[src/rtl/a2d_pkg.sv]
// Shared types and sizes for the A2D scan sequencer.
package a2d_pkg;

  localparam int NUM_CHNL = 8;
  localparam int RES_W    = 12;
  localparam int CHNL_W   = 3;

  typedef enum logic [2:0] {
    IDLE  = 3'd0,
    START = 3'd1,
    WAIT  = 3'd2,
    STORE = 3'd3,
    GAP   = 3'd4
  } state_t;

endpackage

[src/rtl/a2d_next_chnl.sv]
// Combinational priority finder: lowest set mask bit strictly above i_ptr.
// Pass i_ptr = -1 to find the lowest set bit of the whole mask.
module a2d_next_chnl
  import a2d_pkg::*;
(
  input  logic [NUM_CHNL-1:0]  i_mask,
  input  logic signed [CHNL_W:0] i_ptr,
  output logic [CHNL_W-1:0]    o_nxt,
  output logic                 o_found
);

  // Scan downward so the lowest qualifying bit is the last one written.
  always_comb begin
    o_nxt   = '0;
    o_found = 1'b0;
    for (int i = NUM_CHNL - 1; i >= 0; i--) begin
      if (i_mask[i] && (i > int'(i_ptr))) begin
        o_nxt   = CHNL_W'(i);
        o_found = 1'b1;
      end
    end
  end

endmodule

[src/rtl/a2d_scan_ctrl.sv]
// Owns the A2D_intf: periodic round-robin scan over an enable mask, one-shot
// on-demand conversions slotted in between, and a per-channel result file.
module a2d_scan_ctrl
  import a2d_pkg::*;
#(
  parameter int GAP_CYC    = 16,
  parameter int PERIOD_CYC = 65536,
  parameter int TMO_CYC    = 1024,
  parameter bit INV_RES    = 1'b1
) (
  input  logic                clk,
  input  logic                rst_n,
  input  logic                scan_en,
  input  logic [NUM_CHNL-1:0] chnl_mask,
  input  logic                od_req,
  input  logic [CHNL_W-1:0]   od_chnl,
  output logic                od_ack,
  output logic [RES_W-1:0]    od_res,
  output logic                strt_cnv,
  output logic [CHNL_W-1:0]   chnnl,
  input  logic                cnv_cmplt,
  input  logic [RES_W-1:0]    res,
  input  logic [CHNL_W-1:0]   rd_chnl,
  output logic [RES_W-1:0]    rd_res,
  output logic                rd_vld,
  output logic                scan_done,
  output logic                tmo_err,
  output logic [2:0]          dbg_state
);

  localparam int MAX_CYC = (TMO_CYC > GAP_CYC) ? TMO_CYC : GAP_CYC;
  localparam int CNT_W   = $clog2(MAX_CYC + 1);
  localparam int PER_W   = $clog2(PERIOD_CYC);

  localparam logic [PER_W-1:0] PER_LAST = PER_W'(PERIOD_CYC - 1);
  localparam logic [CNT_W-1:0] TMO_LAST = CNT_W'(TMO_CYC - 1);
  localparam logic [CNT_W-1:0] GAP_LAST = CNT_W'(GAP_CYC - 1);

  state_t              r_state;
  state_t              w_state_nxt;
  logic [CNT_W-1:0]    r_cnt;
  logic [PER_W-1:0]    r_per_cnt;
  logic                r_scan_pend;
  logic                r_pass_act;
  logic [CHNL_W-1:0]   r_ptr;
  logic                r_od_flag;
  logic [CHNL_W-1:0]   r_od_chnl;
  logic [RES_W-1:0]    r_od_res;
  logic [RES_W-1:0]    r_res [NUM_CHNL];
  logic [NUM_CHNL-1:0] r_vld;
  logic                r_scan_done;
  logic                r_tmo_err;

  logic [RES_W-1:0]    w_res_in;
  logic [CHNL_W-1:0]   w_chnnl;
  logic [CHNL_W-1:0]   w_first;
  logic                w_first_found;
  logic [CHNL_W-1:0]   w_next;
  logic                w_next_found;
  logic                w_gap_done;
  logic                w_od_grant;
  logic                w_pass_start;
  logic                w_cmplt;
  logic                w_tmo;
  logic                w_advance;

  a2d_next_chnl u_first (
    .i_mask  (chnl_mask),
    .i_ptr   ({(CHNL_W + 1){1'b1}}),
    .o_nxt   (w_first),
    .o_found (w_first_found)
  );

  a2d_next_chnl u_next (
    .i_mask  (chnl_mask),
    .i_ptr   ({1'b0, r_ptr}),
    .o_nxt   (w_next),
    .o_found (w_next_found)
  );

  assign w_res_in     = INV_RES ? ~res : res;
  assign w_chnnl      = r_od_flag ? r_od_chnl : r_ptr;
  assign w_gap_done   = (r_state == GAP) && (r_cnt == GAP_LAST);
  assign w_od_grant   = od_req && ((r_state == IDLE) || w_gap_done);
  assign w_pass_start = (r_state == IDLE) && !od_req && r_scan_pend && scan_en && w_first_found;
  assign w_cmplt      = (r_state == WAIT) && cnv_cmplt;
  assign w_tmo        = (r_state == WAIT) && !cnv_cmplt && (r_cnt == TMO_LAST);
  // A timed-out scan channel still moves the pointer on; only STORE may end with scan_done.
  assign w_advance    = !r_od_flag && ((r_state == STORE) || w_tmo);

  always_ff @(posedge clk or negedge rst_n) begin
    if (!rst_n) r_state <= IDLE;
    else        r_state <= w_state_nxt;
  end

  always_comb begin
    w_state_nxt = r_state;
    unique case (r_state)
      IDLE:  if (w_od_grant || w_pass_start) w_state_nxt = START;
      START: if (r_cnt == CNT_W'(1)) w_state_nxt = WAIT;
      WAIT: begin
        if (cnv_cmplt)              w_state_nxt = STORE;
        else if (r_cnt == TMO_LAST) w_state_nxt = GAP;
      end
      STORE: w_state_nxt = GAP;
      GAP:   if (w_gap_done) w_state_nxt = (od_req || r_pass_act) ? START : IDLE;
      default: w_state_nxt = IDLE;
    endcase
  end

  always_comb begin
    strt_cnv  = (r_state == START);
    od_ack    = (r_state == STORE) && r_od_flag;
    chnnl     = w_chnnl;
    od_res    = r_od_res;
    scan_done = r_scan_done;
    tmo_err   = r_tmo_err;
    dbg_state = r_state;
  end

  always_ff @(posedge clk or negedge rst_n) begin
    if (!rst_n) begin
      r_cnt       <= '0;
      r_per_cnt   <= '0;
      r_scan_pend <= 1'b0;
    end else begin
      r_cnt <= (w_state_nxt != r_state) ? '0 : r_cnt + CNT_W'(1);
      if (!scan_en) begin
        r_per_cnt   <= '0;
        r_scan_pend <= 1'b0;
      end else begin
        r_per_cnt <= (r_per_cnt == PER_LAST) ? '0 : r_per_cnt + PER_W'(1);
        if (r_per_cnt == PER_LAST) r_scan_pend <= 1'b1;
        else if (w_pass_start)     r_scan_pend <= 1'b0;
      end
    end
  end

  always_ff @(posedge clk or negedge rst_n) begin
    if (!rst_n) begin
      r_ptr       <= '0;
      r_pass_act  <= 1'b0;
      r_scan_done <= 1'b0;
      r_od_flag   <= 1'b0;
      r_od_chnl   <= '0;
      r_od_res    <= '0;
      r_vld       <= '0;
      r_tmo_err   <= 1'b0;
      for (int i = 0; i < NUM_CHNL; i++) r_res[i] <= '0;
    end else begin
      r_scan_done <= 1'b0;
      if (w_pass_start) begin
        r_ptr      <= w_first;
        r_pass_act <= 1'b1;
      end else if (w_advance) begin
        if (!scan_en || (chnl_mask == '0)) begin
          r_pass_act <= 1'b0;
        end else if (w_next_found) begin
          r_ptr <= w_next;
        end else begin
          r_pass_act  <= 1'b0;
          r_scan_done <= (r_state == STORE);
        end
      end

      if (w_od_grant) begin
        r_od_flag <= 1'b1;
        r_od_chnl <= od_chnl;
      end else if (r_od_flag && ((r_state == STORE) || w_tmo)) begin
        r_od_flag <= 1'b0;
      end

      // Written on the completion edge so od_res is already valid while od_ack is high.
      if (w_cmplt) begin
        r_res[w_chnnl] <= w_res_in;
        r_vld[w_chnnl] <= 1'b1;
        if (r_od_flag) r_od_res <= w_res_in;
      end

      if (w_tmo) r_tmo_err <= 1'b1;
    end
  end

  assign rd_res = r_res[rd_chnl];
  assign rd_vld = r_vld[rd_chnl];

endmodule

[config.mk]
export PLATFORM = sky130hd
export DESIGN_NAME = a2d_scan_ctrl
export DESIGN_NICKNAME = d
export VERILOG_FILES = /design/src/rtl/a2d_pkg.sv /design/src/rtl/a2d_next_chnl.sv /design/src/rtl/a2d_scan_ctrl.sv
export SDC_FILE = /design/constraint.sdc
export NUM_CORES = 1
export LEC_CHECK = 0
export CAP_MARGIN = 10
export CORE_ASPECT_RATIO = 0.7
export CORE_UTILIZATION = 30
export DETAILED_ROUTE_END_ITERATION = 10
export PLACE_DENSITY = 0.55
export SKIP_CTS_REPAIR_TIMING = 1
export SLEW_MARGIN = 20
export SYNTH_ARGS = -nofsm -noshare
export SYNTH_HDL_FRONTEND = slang
export SYNTH_SLANG_ARGS = --single-unit
[constraint.sdc]
create_clock -name clk -period 2.43 [get_ports clk]
set_input_delay 0.243 -clock clk [delete_from_list [all_inputs] [get_ports clk]]
set_output_delay 0.243 -clock clk [all_outputs]
set_load 0.03 [all_outputs]
* Word-level counts from Yosys, hierarchy flattened
Cells that the tools add are included.
** Operators by class
- Add/subtract/negate cells :: 2
- Reduce and logical (&&, ||, !) cells :: 39
- Equality and inequality tests :: 12
- Bitwise gates (word level) :: 4
- Mux-type cells :: 70
- Order comparisons :: 14
** Operators with widths (number)
- $bwmux 96 :: 1
- $mux 3 :: 26
- $bmux 12 s3 :: 1
- $demux 12 s3 :: 1
- $mux 12 :: 3
- $mux 1 :: 32
- $mux 16 :: 2
- $logic_and 1x1->1 :: 22
- $add 16x1->16 const B :: 1
- $eq 16x16->1 const B :: 1
- $pmux 3 s5 :: 1
- $gt 3x3->1 const A :: 4
- $not 12->12 :: 1
- $add 11x1->11 const B :: 1
- $eq 11x1->1 const B :: 1
- $eq 11x10->1 const B :: 1
- $eq 11x4->1 const B :: 1
- $mux 11 :: 1
- $ge 4x4->1 const B :: 2
- $logic_not 8->1 :: 1
- $lt 3x4->1 const B :: 2
- $not 3->4 :: 2
- $or 8x8->8 :: 1
- $eq 3x2->1 const B :: 2
- other kinds (18) :: 30
** Storage, ports and cells
- Output and inout port bits :: 35
- Input port bits :: 31
- Logic and storage cells :: 161
- Flip-flop bits (word level) :: 157

* Depth between registers and ports, before layout
Gate-level depths: netlist of run 1.
- Word-level depth :: 14
- Depth in mapped cells :: 8
- Mapped depth without buffers :: 7

* By module
From an unflattened synthesis of run 1, not the netlist that was laid out.
** Second synthesis, totals
- Cell total of the unflattened synthesis :: 721
- Area total of the unflattened synthesis :: 7495.9 sq um
** Modules (own cells, without submodules)
- a2d_scan_ctrl :: times used 1, cells an instance 653, sequential area each 3928.8 sq um, area an instance 7055.5 sq um
- a2d_next_chnl :: times used 2, cells an instance 34, sequential area each 0.0 sq um, area an instance 220.2 sq um

* Least setup slack after synthesis of run 1
OpenSTA, ideal clock, no wires.
- Path type :: flip-flop to flip-flop
- From :: register r_state[0] (netlist: dbg_state[0])
- To :: register r_cnt[2]
- Period minus slack after synthesis :: 2.233 ns
- Setup time :: 0.069 ns
- Buffers on the path :: 2
- Data required time :: 2.361 ns
- Stages on the path, launching flop included :: 7
- Setup slack :: 0.197 ns
- Arrival :: 2.165 ns
- Path through :: dfrtp_1 -> buf_2 -> nor3b_1 -> nor2b_1 -> o2bb2ai_2 -> buf_6 -> nor2_2
** On the way
- Elaborated cells on any way between the ends :: 21
- Those cells by class :: eq/ne (5); mux (7); reduce/logical (9)
** RTL lines
- start: declaration :: RTL line a2d_scan_ctrl.sv:39 : state_t r_state;
- start signal: assignment :: RTL line a2d_scan_ctrl.sv:93 : else r_state <= w_state_nxt;
- $eq 3x1->1
- via strt_cnv :: RTL line a2d_scan_ctrl.sv:19 : output logic strt_cnv,
- $pmux 3 s5 :: RTL line a2d_scan_ctrl.sv:98 : unique case (r_state)
- $ne 3x3->1 :: RTL line a2d_scan_ctrl.sv:127 : r_cnt <= (w_state_nxt != r_state) ? '0 : r_cnt + CNT_W'(1);
- $mux 11 :: RTL line a2d_scan_ctrl.sv:127
- end signal: assignment :: RTL line a2d_scan_ctrl.sv:127
- end: declaration :: RTL line a2d_scan_ctrl.sv:41 : logic [CNT_W-1:0] r_cnt;
The timed path passes the listed nets, and every way through them passes these cells.
A chain may end at the register's enable or synchronous reset.

* Final worst setup path of run 1
- From :: register r_state[2] (netlist: dbg_state[2])
- To :: output od_ack
** On the way
- Longest elaborated chain between the ends :: 2
** RTL lines
- $eq 3x2->1 :: RTL line a2d_scan_ctrl.sv:113 : od_ack = (r_state == STORE) && r_od_flag;
- $logic_and 1x1->1 :: RTL line a2d_scan_ctrl.sv:113
- end: declaration :: RTL line a2d_scan_ctrl.sv:17 : output logic od_ack,
No other way between the ends.

==> results of run 1 <==
[layout by cell type (no fill, tap or decap), drive strengths merged, types with 3 or more instances in the layout]
master         netlist  routed
a21oi               20      20
and2                 6       6
and3                 7       7
and4                 3       3
buf                 10      39
clkbuf              23      18
clkdlybuf4s50        0      50
clkinv               0       3
dfrtp              157     157
dlymetal6s2s         0       6
ha                   3       3
inv                  5      14
mux2                22      22
mux4                26      26
nand2              127     127
nand2b               8       8
nand3               12      12
nand4                4       4
nor2                54      54
nor2b                7       7
nor3                 5       5
nor4                 4       4
o21ai              105     105
or3                  3       3
xnor2               15      15
xor2                 8       8
[per-stage QoR]
| stage | power [mW] | cells | utilization, % | setup slack (ns) | hold WS, ns |
|---|---|---|---|---|---|
| 2_1_floorplan | 5.58 | 659 | - | 0.197 | -0.0526 |
| 3_3_place_gp | 6.60 | 1033 | 36.2 | 0.0866 | 0.239 |
| 3_5_place_dp | 6.62 | 1033 | 36.2 | 0.0771 | 0.243 |
| 4_1_cts | 9.34 | 1065 | 38.7 | 0.00392 | -0.213 |
| 5_1_grt | 9.79 | 1066 | 38.8 | 0.0222 | 0.373 |
| 6_report | 9.24 | 1066 | 38.8 | 0.124 | 0.346 |
[flip-flops by register name, indices dropped and copies added (netlist names), 3 cells and up]
| name | count |
|---|---|
| r_res | 96 |
| r_cnt | 11 |
| r_od_chnl | 3 |
| r_vld | 8 |
| r_ptr | 3 |
| dbg_state | 3 |
| r_per_cnt | 16 |
| od_res | 12 |
[power by group]
part / internal [mW] / switching, mW
registers: 3.32 / 0.440
logic: 1.26 / 1.54
clock network: 1.48 / 1.19
[logic make-up after synthesis]
group / Yosys count / synth area share, %
fa+ha+maj: 3 / 0.525
mux: 48 / 11.6
flops: 157 / 54.9
buf+inv: 38 / 2.26
simple gates: 247 / 16.1
compound gates: 143 / 11.7
xor+xnor: 23 / 2.82
[how the worst min path moves through the flow]
| stage | startpoint | slack, ns | endpoint |
|---|---|---|---|
| 2_1_floorplan | rst_n | -0.05 | dbg_state[0] |
| 3_3_place_gp | rst_n | 0.24 | r_cnt[10] |
| 3_5_place_dp | rst_n | 0.24 | r_cnt[9] |
| 4_1_cts | rst_n | -0.21 | r_cnt[10] |
| 5_1_grt | rst_n | 0.37 | r_cnt[9] |
| 6_report | rst_n | 0.35 | r_cnt[9] |
[cell type report]
| type | instances | area (sq um) |
|---|---|---|
| fillers | 2255 | 14100 |
| repair buffers | 96 | 955 |
| inverters | 5 | 18.8 |
| well taps | 312 | 390 |
| clock buffers | 18 | 439 |
| multi-input cells | 464 | 3060 |
| clock inverters | 14 | 149 |
| flip-flops and latches | 157 | 3930 |
[cells in the mapped netlist, types with 2 or more instances]
master	count	share of area (%)
a21o_1	2	0.21
a21oi_1	18	1.3
a21oi_2	2	0.24
and2_1	6	0.52
and3_1	7	0.61
and4_1	3	0.37
buf_2	9	0.63
clkbuf_1	23	1.2
dfrtp_1	157	55
ha_1	3	0.52
inv_1	5	0.26
mux2_2	21	3.3
mux4_2	26	8.2
nand2_1	127	6.7
nand2b_1	8	0.70
nand3_1	12	0.84
nand3b_1	2	0.21
nand4_1	4	0.35
nor2_1	44	2.3
nor2_2	10	0.87
nor2b_1	7	0.61
nor3_1	5	0.35
nor3b_1	2	0.21
nor4_1	2	0.17
nor4_4	2	0.59
o21ai_0	86	6.0
o21ai_1	18	1.3
o21bai_1	2	0.21
or3_1	2	0.17
xnor2_1	15	1.8
xor2_1	8	0.98
[metal layers]
metal  global-route usage (%)  vias to the layer above
met5                        0                        -
met4                     3.23                        0
met3                     4.14                       13
met2                     20.1                       86
met1                     22.9                     2416
li1                         -                     2460
[worst register-to-register path, stage by stage, from the launching register on]
cell	delay, ns
dfrtp_1	0.39
ha_1	0.19
and3_1	0.27
and4_1	0.33
a21oi_2	0.15
o31ai_2	0.38
mux2_2	0.38
==> flow_summary.yaml, run 1 <==
outcome:
  outcome: "finished clean"
synthesis:
  ys_warn_count: 0
  syn_area_sq_um: 7150
  synthArstFlopShare_pct: 100
  synth-seq-cells: 157
  synthCells: 659
  synthesis.nets: 693
  ys.flop_type: "dfrtp_1"
  synth_edf_count: 0
  syn_avg_cell_area_sq_um: 10.9
  synth_cell_type_count: 52
  synth-seq-area-share_pct: 54.9
grt:
  antenna_found_initial: 1
  track_usage_pct: 14.8
  grt_max_degree: 52
  grt_pass1_vias: 4883
  grt_pass1_wl_um: 28100
  grt-ovfl-total: 0
clock_network:
  cts_sinks: 157
  numCtsBuffers: 17
  clk_path_buf_depth: 2
  worstSkewPairLatency_ns: 0.42
  h-tree-depth: 4
  clk_pin_slew_worst_paths_ns: 0.07
  cts-root-buf: "clkbuf_16"
  cts_tree: "done"
route:
  wl_per_cell_um: 16.2
  wl_um: 17300
  ant_nets: 0
  dr_wl_met2_um: 7020
  vias: 4975
  wl_met3_um: 663
  dr.pass1.iters: 5
  wl_met1_um: 9420
  drc: 0
  detail_route.iter0.violations: 429
  highest_layer: "met4"
  viasPerCell: 4.67
timing:
  worst_pin_slew_ns: 0.703
  slew_violations: 0
  setup_tns_ns: 0
  period_minus_slack_ns: 2.31
  relSlewSlack_pct: 52.8
  period_share_pct: 94.9
  rsz0062_at_grt: "no"
  hold_viol_final: 0
  setup_viol: 0
  finClkSkew_ns: 0.00983
  fmax_mhz: 434
layout:
  fin_area_sq_um: 8940
  insertedDiodeCount: 0
  nets: 775
  drive_gt1_share_pct: 18.8
  syn2layout_area_growth_pct: 25.0
power:
  powerDensity_nw_per_um2: 1030
  peakVddDrop_mv: 0.478
  leakage_nw: 3.99
critical_path:
  cp_slowest_cell: "clkdlybuf4s50_1"
  r2r_slack_ns: 0.22
  critPathCaptureType: "primary output"
  cp_top_family: "buffers and inverters"
  cp.required_ns: 2.19
  path_class: "register to primary output"
  cp.depth: 5
  cp_max_fo: 7
  crit_end: "od_ack"
  rr_endpoint: "r_ptr[1]"
  path_cells: "buf_4 > inv_1 > nand2_1 > nor2_1 > clkdlybuf4s50_1"
  startpoint: "dbg_state[2]"
  startpoint_type: "register"
  r2r_cells: 6
  critPathBufInv: 3
  worstPathArrival_ns: 2.06
  slowest_delay_ns: 0.68
  r2r-start: "r_cnt[1]"
placed_design:
  placed_cell_area_sq_um: 8330
  place_congestion: 0.825
  hpwl_um: 11600
  io_buffer_count: 65
job:
  maxCapViolations: 0
floorplanning:
  dieWidth_um: 187
  die_h_um: 131
  ios: 66
  dieArea_sq_um: 24500
  rows: 46
  initial_core_util_pct: 31.1
  coreArea_sq_um: 23000
worst_hold_path:
  min_path_type: "primary input to async pin"
No activity file was read; power rests on OpenSTA's default activity.
==> inputs of run 2 (changes only) <==
- GPL_ROUTABILITY_DRIVEN: unset -> 0
- SYNTH_HIERARCHICAL: unset -> 1
==> run 2 against run 1 <==
Effect of this change:
- critical path depth is 4 higher
- area after synthesis is 4.8% higher
- first-iteration DRC count is 42% lower
- largest power group unchanged
- clock skew is 0.0052 ns higher
- combinational power is 7.9% higher
- setup slack worse by 0.067 ns
- non-clock buffer count is 11 higher
- sequential cell count stayed put
- final area is 8.0% higher
- sequential share of layout area is 3.2 points lower
- critical endpoint is now r_cnt[4]
- power is 7.0% higher
==> flow_summary.yaml, run 2 <==
layout:
  largest_register_ffs: 96
  syn2layout_area_growth_pct: 28.9
  largest_register: "r_res"
  final_common_cell: "dfrtp_1"
  drive_gt1_share_pct: 16.7
  layout_common_cells: "155 x dfrtp_1, 122 x nand2_1, 109 x o21ai_0"
  multi_input_area_sq_um: 3550
  final_cells: 1183
  nFillCells: 2356
  regArea_sq_um: 3930
  nets: 884
  fin_area_sq_um: 9660
clock_network:
  cts_tree: "done"
  h-tree-depth: 4
  clk_pin_slew_worst_paths_ns: 0.07
  cts_sinks: 157
  cts-root-buf: "clkbuf_16"
  clk_path_buf_depth: 2
  worstSkewPairLatency_ns: 0.43
  numCtsBuffers: 17
timing:
  period_minus_slack_ns: 2.37
  relSlewSlack_pct: 65.6
  rsz0062_at_grt: "yes"
  slew_violations: 0
  hold_viol_final: 0
  fin_ws_ns: 0.0576
  worst_pin_slew_ns: 0.516
  setup_tns_ns: 0
  setup_viol: 0
  holdWs_ns: 0.334
  finClkSkew_ns: 0.0150
  period_share_pct: 97.6
  fmax_mhz: 422
placed_design:
  io_buffer_count: 65
  placedCellCount: 1148
  pre_cts_ws_ns: -0.651
  placed_cell_area_sq_um: 8890
  hpwl_um: 13100
critical_path:
  r2r-start: "r_ptr[0]"
  startpoint: "chnl_mask[1]"
  path_class: "primary input to register"
  startpoint_type: "primary input"
  crit_end: "r_cnt[4]"
  critPathCaptureType: "register"
  r2r_cells: 8
  cp_max_fo: 11
  cp.required_ns: 2.76
  rr_endpoint: "r_ptr[0]"
  worstPathArrival_ns: 2.71
  r2r_slack_ns: 0.18
route:
  wl_um: 19000
  drc: 0
  ant_nets: 0
  detail_route.iter0.violations: 250
  wl_per_cell_um: 16.1
  viasPerCell: 4.77
  vias: 5645
  dr.pass1.iters: 5
synthesis:
  yosys-top-cells-area: "dfrtp_1 52%, mux4_2 7.8%, o21ai_0 7.3%"
  syn_area_sq_um: 7500
  yosysTopAreaCell: "dfrtp_1"
  synthArstFlopShare_pct: 100
  synth-seq-cells: 157
  synth_top_cell_area_share_pct: 52.4
  synth-seq-area-share_pct: 52.4
  ys_warn_count: 6
  synth_edf_count: 0
  syn_avg_cell_area_sq_um: 10.4
  synthTopCellsByCount: "157 x dfrtp_1, 122 x nand2_1, 110 x o21ai_0"
  synthCells: 721
  synth_cell_type_count: 60
  synth.most_common_cell: "dfrtp_1"
  ys.flop_type: "dfrtp_1"
grt:
  track_usage_pct: 15.8
  grt-ovfl-total: 0
  grt_pass1_wl_um: 30800
  grt_pass1_vias: 5583
  antenna_found_initial: 1
  grt_max_degree: 52
power:
  peakVddDrop_mv: 0.526
  leakage_nw: 4.31
  powerDensity_nw_per_um2: 1020
floorplanning:
  coreArea_sq_um: 24100
  dieWidth_um: 191
  die_h_um: 134
  ios: 66
  rows: 47
  dieArea_sq_um: 25600
  initial_core_util_pct: 31.2
worst_hold_path:
  min_path_type: "primary input to async pin"
job:
  maxCapViolations: 0
outcome:
  outcome: "finished clean"
-- run 2: changes by cell type after synthesis, sizes merged, moves of 6 or more --
cell	before	now
clkbuf	23	13
inv	5	17
nor2	54	44
nand4	4	13
a211oi	1	13
mux2	22	16
buf	10	22
mux2i	0	6
o22a	0	6
-- run 2: per-stage QoR --
step           util, %  total power, mW
2_1_floorplan        -             5.70
3_3_place_gp      37.0             6.82
3_5_place_dp      37.0             6.87
6_report          40.2             9.89
4_1_cts           39.7             9.88
5_1_grt           40.2             10.5
-- run 2: worst min-delay path by stage --
stage | from | slack, ns | cells after the start | endpoint
5_1_grt | rst_n | 0.38 | 2 | r_cnt[1]
3_3_place_gp | rst_n | 0.24 | 1 | r_cnt[1]
3_5_place_dp | rst_n | 0.24 | 1 | r_cnt[1]
6_report | rst_n | 0.33 | 2 | r_cnt[1]
4_1_cts | rst_n | -0.22 | 1 | r_cnt[1]
2_1_floorplan | rst_n | -0.05 | 0 | dbg_state[0]
-- run 2: logic make-up (layout without fill, tap and decap cells) --
logic type,count (synthesis),count (layout),synth area share (%)
flip-flops,157,157,52.4
XOR/XNOR,20,20,2.34
adder cells (fa/ha/maj),3,3,0.501
AND/OR/NAND/NOR,263,263,16.8
other,2,42,0.100
AO/OA/AOI/OAI,176,176,13.6
buffers and inverters,52,156,3.20
multiplexers,48,48,11.1
-- run 2: report_power, final --
part	total [mW]	internal, mW	leakage [nW]	switching [mW]
clock	2.94	1.77	0.318	1.18
sequential	3.93	3.38	2.12	0.544
combinational	3.02	1.37	1.87	1.65
total	9.89	6.52	4.31	3.37
-- run 2: area by class of cell --
cell class                 count  area share, %
sequential                   157           40.7
multi-input combinational    550           36.7
timing repair buffer         107           11.0
clock buffer                  18           4.44
tap                          318           4.12
clock inverter                14           2.33
inverter                      17          0.660
antenna                        2         0.0518
-- run 2: critical path, stage by stage --
cell	delay [ns]
clkdlybuf4s50_1	0.44
o21ai_2	0.17
nand2_1	0.09
or4b_4	0.57
and3_2	0.27
o311ai_4	0.29
o311ai_1	0.15
buf_4	0.22
a221oi_2	0.27
-- run 2: per-layer routing --
layer  vias to the layer above  global-route usage, %  part of all wire, %
met4                         0                   4.13                 0.81
met1                      2755                   23.6                   52
li1                       2800                      -                    -
met2                        82                   22.6                   43
met3                         8                   3.69                  3.9
met5                         -                      0                    0
